## src/rtl/dtw_accel_pkg.sv

```systemverilog
// rtl/dtw_accel_pkg.sv - shared DTW packet constants: tags, FSM encodings, trailer layout
package dtw_accel_pkg;

   localparam logic [15:0] DTW_MAGIC     = 16'hDA7A;
   localparam logic [31:0] PAD_WORD      = 32'hFFFF_FFFF;
   localparam int          PKT_WORDS     = 8;
   localparam int          SLOTS_PER_PKT = 3;
   localparam logic [1:0]  LAST_SLOT     = 2'(SLOTS_PER_PKT - 1);

   localparam logic [2:0] ST_IDLE     = 3'd0;
   localparam logic [2:0] ST_HDR      = 3'd1;
   localparam logic [2:0] ST_POS      = 3'd2;
   localparam logic [2:0] ST_SCO      = 3'd3;
   localparam logic [2:0] ST_WAIT_RES = 3'd4;
   localparam logic [2:0] ST_PAD_P    = 3'd5;
   localparam logic [2:0] ST_PAD_S    = 3'd6;
   localparam logic [2:0] ST_TRL      = 3'd7;

   // Trailer bit offsets; the host driver decodes packets with these.
   localparam int TRL_CSUM_LSB   = 16;
   localparam int TRL_SEQ_LSB    = 8;
   localparam int TRL_NVALID_LSB = 0;

   function automatic logic [31:0] header_word(input logic [15:0] magic, input logic [7:0] seq);
      return {magic, seq, 8'h00};
   endfunction

   function automatic logic [31:0] trailer_word(input logic [15:0] csum, input logic [7:0] seq,
                                                input logic [2:0] nvalid);
      return {csum, seq, 5'b0, nvalid};
   endfunction

endpackage

```

## src/rtl/dtw_result_packer.sv

```systemverilog
// rtl/dtw_result_packer.sv - frames DTW results into 8-word packets for the output-stream FIFO
// Optional trailer checksum enabled by defining DTW_PKT_CSUM_EN.
module dtw_result_packer
   import dtw_accel_pkg::*;
#(
   parameter int          C_M_AXIS_TDATA_WIDTH = 32,
   parameter int          POS_W                = 32,
   parameter int          SCORE_W              = 32,
   parameter logic [15:0] MAGIC                = DTW_MAGIC
) (
   input  logic                            M_AXIS_ACLK,
   input  logic                            M_AXIS_ARESETN,
   input  logic                            res_valid,
   output logic                            res_ready,
   input  logic [POS_W-1:0]                res_pos,
   input  logic [SCORE_W-1:0]              res_score,
   input  logic                            res_last,
   output logic                            dtw_fifo_wren,
   output logic [C_M_AXIS_TDATA_WIDTH-1:0] dtw_fifo_din,
   input  logic                            dtw_fifo_full,
   output logic                            pkt_busy
);

   logic [2:0]         state_q, state_d;
   logic [7:0]         seq_q, seq_d;
   logic [1:0]         slot_q, slot_d;
   logic [2:0]         nvalid_q, nvalid_d;
   logic               last_seen_q, last_seen_d;
   logic [POS_W-1:0]   pos_q, pos_d;
   logic [SCORE_W-1:0] score_q, score_d;
   logic [31:0]        word;
   logic [15:0]        csum16;
   logic               emit;
   logic               res_xfer;

   assign emit = (state_q != ST_IDLE) && (state_q != ST_WAIT_RES);
   assign dtw_fifo_wren = emit && !dtw_fifo_full;
   assign dtw_fifo_din  = word;
   assign res_ready     = !emit;
   assign pkt_busy      = (state_q != ST_IDLE);
   assign res_xfer      = res_valid && res_ready;

   always_comb begin
      state_d     = state_q;
      seq_d       = seq_q;
      slot_d      = slot_q;
      nvalid_d    = nvalid_q;
      last_seen_d = last_seen_q;
      pos_d       = pos_q;
      score_d     = score_q;
      word        = '0;
      case (state_q)
         ST_IDLE, ST_WAIT_RES: begin
            if (res_xfer) begin
               pos_d       = res_pos;
               score_d     = res_score;
               last_seen_d = res_last;
               nvalid_d    = (state_q == ST_IDLE) ? 3'd1 : nvalid_q + 3'd1;
               state_d     = (state_q == ST_IDLE) ? ST_HDR : ST_POS;
            end
         end
         ST_HDR: begin
            word = header_word(MAGIC, seq_q);
            if (dtw_fifo_wren) state_d = ST_POS;
         end
         ST_POS: begin
            word = 32'(pos_q);
            if (dtw_fifo_wren) state_d = ST_SCO;
         end
         ST_SCO: begin
            word = 32'(score_q);
            if (dtw_fifo_wren) begin
               slot_d = slot_q + 2'd1;
               if (slot_q == LAST_SLOT)  state_d = ST_TRL;
               else if (last_seen_q)     state_d = ST_PAD_P;
               else                      state_d = ST_WAIT_RES;
            end
         end
         ST_PAD_P: begin
            word = PAD_WORD;
            if (dtw_fifo_wren) state_d = ST_PAD_S;
         end
         ST_PAD_S: begin
            word = PAD_WORD;
            if (dtw_fifo_wren) begin
               slot_d  = slot_q + 2'd1;
               state_d = (slot_q == LAST_SLOT) ? ST_TRL : ST_PAD_P;
            end
         end
         default: begin
            word = trailer_word(csum16, seq_q, nvalid_q);
            if (dtw_fifo_wren) begin
               seq_d       = seq_q + 8'd1;
               slot_d      = 2'd0;
               nvalid_d    = 3'd0;
               last_seen_d = 1'b0;
               state_d     = ST_IDLE;
            end
         end
      endcase
   end

`ifdef DTW_PKT_CSUM_EN
   logic [15:0] csum_q, csum_d;

   // Trailer write clears the sum so the next packet starts fresh.
   always_comb begin
      csum_d = csum_q;
      if (dtw_fifo_wren)
         csum_d = (state_q == ST_TRL) ? 16'h0000 : (csum_q ^ word[31:16] ^ word[15:0]);
   end

   always_ff @(posedge M_AXIS_ACLK or negedge M_AXIS_ARESETN) begin
      if (!M_AXIS_ARESETN) csum_q <= 16'h0000;
      else                 csum_q <= csum_d;
   end

   assign csum16 = csum_q;
`else
   assign csum16 = 16'h0000;
`endif

   always_ff @(posedge M_AXIS_ACLK or negedge M_AXIS_ARESETN) begin
      if (!M_AXIS_ARESETN) begin
         state_q     <= ST_IDLE;
         seq_q       <= 8'd0;
         slot_q      <= 2'd0;
         nvalid_q    <= 3'd0;
         last_seen_q <= 1'b0;
         pos_q       <= '0;
         score_q     <= '0;
      end else begin
         state_q     <= state_d;
         seq_q       <= seq_d;
         slot_q      <= slot_d;
         nvalid_q    <= nvalid_d;
         last_seen_q <= last_seen_d;
         pos_q       <= pos_d;
         score_q     <= score_d;
      end
   end

endmodule

```

## config.mk

```make
export PLATFORM = sky130hd
export DESIGN_NAME = dtw_result_packer
export DESIGN_NICKNAME = d
export VERILOG_FILES = /design/src/rtl/dtw_accel_pkg.sv /design/src/rtl/dtw_result_packer.sv
export SDC_FILE = /design/constraint.sdc
export NUM_CORES = 1
export LEC_CHECK = 0
export CAP_MARGIN = 20
export CELL_PAD_IN_SITES_DETAIL_PLACEMENT = 1
export CELL_PAD_IN_SITES_GLOBAL_PLACEMENT = 1
export CORE_UTILIZATION = 40
export CTS_BUF_LIST = sky130_fd_sc_hd__clkbuf_4
export DETAILED_ROUTE_END_ITERATION = 10
export PLACE_DENSITY_LB_ADDON = 0.1
export SYNTH_ARGS = -nofsm -noshare
export SYNTH_HDL_FRONTEND = slang
export SYNTH_SLANG_ARGS = --single-unit
```

## constraint.sdc

```tcl
create_clock -name M_AXIS_ACLK -period 2.2 [get_ports M_AXIS_ACLK]
set_input_delay 0.33 -clock M_AXIS_ACLK [delete_from_list [all_inputs] [get_ports M_AXIS_ACLK]]
set_output_delay 0.33 -clock M_AXIS_ACLK [all_outputs]
set_load 0.05 [all_outputs]
```

# After elaboration in Yosys (flattened, before gate mapping)
# Cells that the tools add are included.
# word_totals
register_bits	81
out_inout_bits	35
wordCells	68
# classes
add_sub_neg	3
n_eq_ne	14
mux	22
bitwise	3
reduce_logical	19
# ops
cell	n
$pmux 32 s5	1
$mux 3	9
$pmux 3 s6	1
$ne 2x2->1 const B	6
$mux 2	5
$reduce_or 5->1	2
$eq 3x3->1 const B	3
$add 8x1->8 const B	1
$reduce_and 7->1	1
$reduce_or 7->1	1
$eq 3x2->1 const B	2
$pmux 3 s2	1
$reduce_and 2->1	3
$reduce_or 2->1	3
$pmux 2 s2	1
$add 3x1->3 const B	1
$eq 3x1->1 const B	1
$logic_and 1x1->1	3
$logic_not 3->1	1
$mux 1	3
$ne 3x3->1 const B	1
$not 1->1	3
$reduce_and 3->1	1
$reduce_bool 3->1	1
other kinds (5)	6

# Depth between registers and ports, before layout
# depth
word_depth	6
depth_mapped	7
depth_no_buf	5

# Least setup slack after synthesis
# Ideal clock, no wire load.
# synth_path
path_kind	reg2out
startpoint	register state_q[0]
endpoint	output port dtw_fifo_din[10]
t_arrival_ns	2.277
t_required_ns	1.870
path_slack_ns	-0.407
stages_incl_launch_ff	5
path_buffers	2
path_cell_list	dfrtp_1 -> buf_2 -> nor2_1 -> clkbuf_1 -> a221oi_1
# synth_via
elab_chain_len	3
word_cells_on_any_way	10
classes_between	eq/ne: 6; mux: 1; reduce/logical: 3
# synth_rtl
element	line	source
from (decl)	dtw_result_packer.sv:24	logic [2:0] state_q, state_d;
from (signal assigned)	dtw_result_packer.sv:133	state_q <= state_d;
$eq 3x3->1 or $logic_not 3->1 (tied branches)	dtw_result_packer.sv:52	case (state_q)
$reduce_or 2->1, on equally long branches	--	
$pmux 32 s5 (*)	dtw_result_packer.sv:52	
to (decl)	dtw_result_packer.sv:19	output logic [C_M_AXIS_TDATA_WIDTH-1:0] dtw_fifo_din,
# Every way passes the cells marked *; elsewhere a longest branch is shown, timed or not.

# Final worst setup path
# layout_path
startpoint	register state_q[1]
endpoint	output port dtw_fifo_din[3]
# Same word-level chain as after synthesis.

==> reports/results.ini <==
[placement]
placedCellCount = 694
io_buffers = 103
dp_hpwl_um = 8347
pre_cts_slack_ps = 200.6
gp_congestion = 0.7938
placed_cell_area_um2 = 5425

[synthesis]
yosysSeqAreaShare_pct = 50.23
synth_top_area_share_pct = 50.23
synth_fa_ha_area_share_pct = 0.9302
yosysWarnings = 0
synth_most_common_cell = nand2_1
synthTopCellsByArea = dfrtp_1 (50%), nand2_1 (20%), a22oi_1 (3.9%), o21ai_0 (3.0%), mux2i_1 (2.5%)
synth-xor-area-share_pct = 1.736
synth_top_family_by_area = simple AND/OR/NAND/NOR gates
synthesis.area_um2 = 4035
syn-instance-count = 471
synth-compound-area-share_pct = 13.09
syn_nets = 543
ys_ff_latch = 81
yosys-top-cells-count = nand2_1 (212), dfrtp_1 (81), o21ai_0 (24), a22oi_1 (21), buf_2 (18)
ys.flop_type = dfrtp_1
synth_top_cell_by_area = dfrtp_1
synth.area.mux_share_pct = 3.597
synth.avg_cell_area_um2 = 8.567
async_flop_share_pct = 100.0
synth_edf_count = 0
ys_types = 38
yosys.area_share.simple_pct = 24.84

[setup_path]
path_buf_inv = 2
cp_data_arrival_time_ps = 1840
r2r_end = last_seen_q
cpMaxStageDelayCell = dfrtp_2
rrSetupSlack_ps = 270
start_kind = register
cpPeakStageDelay_ps = 520
path_delay_family = flip-flops
r2r_start = state_q[0]
path_cells = buf_12 > xor2_4 > nand2_2 > o21ai_1 > buf_4
cp_max_fo = 11
endpoint_kind = output pin
ff2ff_path_depth = 6
cp.required_ps = 1870
crit_type = reg2out

[pwr]
p_clk_share_pct = 8.7
combPwrFrac_pct = 68.7
p_int_mw = 6.061
power.net_switching_mw = 5.695
vdd_drop_max_mv = 1.322
cellPowerDensity_nw_per_um2 = 1930
p_total_mw = 11.76
p_leak_nw = 2.867
seqPwrFrac_pct = 22.7
switching_share_pct = 48.45

[sta]
maxSlewHeadroom_pct = 61.65
fin_ws_ps = 27.86
rsz0062_at_grt = yes
tns_ps = 0
slew_violations = 0
skew_ps = 20.10
tightest_slew_ps = 575.3
setup_viol = 0
holdWs_ps = 404.0
hold_viol_final = 0
max_clock_freq_mhz = 460.4
fin_crit_ps = 2172
period_share_pct = 98.73

[detailed_routing]
drtIter0Drc = 105
drc = 0
wl_per_cell_um = 17.43
via_count = 3839
drt_first_pass_iters = 4
antenna_left = 0
vias_per_cell = 5.259
drt_wl_total_um = 12720

[hold_path]
min_to = pos_q[19]
min-delay-start = res_pos[19]
min_path_type = in2reg
hold_depth = 3

[final_layout]
diodes = 0
fin_area_um2 = 6092
fin_nets = 664
syn_to_final_growth_pct = 50.98
drive_above_1_share_pct = 24.79
final_cells = 730
finish.utilization_pct = 62.33

[grt]
track_usage_pct = 24.17
grt_pass1_vias = 4059
grt_pass1_wl_um = 19580
antenna_found_initial = 0
grt_max_degree = 44
grt_remaining_overflow = 0

[status]
outcome = finished, final reports clean

[floorplanning]
core_area_um2 = 9774
die_w_um = 102.4
fp.dieH_um = 102.4
die-area_um2 = 10490
rows = 36
pin_count = 104
initial_core_util_pct = 41.28

[clocking]
clk_latency_ps = 430
clock_path_buffers = 2
cts-root-buf = clkbuf_4
cts.sinks = 81
tritoncts = built
htreeDepth = 3
clk_pin_slew_ps = 150
cts_made_buffers = 9

[run]
drv_cap = 0

[routing by layer]
metal | wire length [µm] | track usage [%]
met1 | 5569 | 30.92
met2 | 6662 | 42.97
met3 | 378 | 3.899
met4 | 112 | 5.055
met5 | 0 | 0
[worst register-to-register path, stage by stage (launching register included)]
cell and delay [ps]:
dfrtp_2 500, buf_4 170, clkbuf_16 150, or3b_2 520, buf_4 260, nand3_1 120, o21ai_0 90
[worst max-delay path by stage]
stage,from,endpoint,slack [ps],cells past startpoint
after global routing,state_q[0],dtw_fifo_din[18],-50,6
after global placement,res_valid,last_seen_q,230,5
after floorplan,state_q[0],dtw_fifo_din[10],-270,4
after detailed placement,res_valid,last_seen_q,200,5
after CTS,state_q[2],dtw_fifo_din[15],-20,4
final,state_q[1],dtw_fifo_din[3],30,5
[registers in the layout (all words and copies together) (netlist names)]
register / cells
slot_q: 2
seq_q: 8
pos_q: 32
nvalid_q: 3
score_q: 32
last_seen_q: 1
state_q: 3
[power groups by stage]
stage | Sequential [mW] | Clock, mW | Combinational, mW
5_1_grt | 2.74 | 1.08 | 8.56
3_5_place_dp | 2.63 | 0 | 6.92
2_1_floorplan | 2.45 | 0 | 4.23
4_1_cts | 2.60 | 1.02 | 7.35
3_3_place_gp | 2.59 | 0 | 6.78
6_report | 2.67 | 1.02 | 8.07
[cell families after synthesis]
kind of cell | count (synthesis)
simple gates | 246
flops | 81
compound gates | 77
buf+inv | 42
mux | 14
xor+xnor | 8
fa+ha+maj | 3
[what timing repair did]
| item | in CTS | in global routing |
|---|---|---|
| endpoints found under the setup margin | 32 | 28 |
| gates cloned | 0 | 3 |
| endpoints found under the hold margin | 40 | 0 |
| pin swaps | 1 | 9 |
| gates resized for setup | 32 | 43 |
| hold buffers | 1 | 0 |
| buffers inserted | 4 | 12 |
[layout by cell type, fill, tap and decap left out, types with 9 or more instances in the layout]
| cell type | n |
|---|---|
| nand2_1 | 211 |
| dfrtp_1 | 78 |
| clkdlybuf4s50_1 | 67 |
| buf_4 | 36 |
| buf_12 | 23 |
| a22oi_2 | 18 |
| buf_6 | 17 |
| o21ai_0 | 13 |
| mux2i_1 | 10 |
| clkbuf_4 | 9 |
[final cells by class]
cell class | instances | area (µm²)
clock buffer | 9 | 67.56
clock inverter | 7 | 93.84
fill | 1111 | 3682
inverter | 4 | 22.52
multi-input combinational | 349 | 2033
sequential | 81 | 2031
tap | 133 | 166.4
timing repair buffer | 147 | 1678
(Power assumes the default switching activity.)
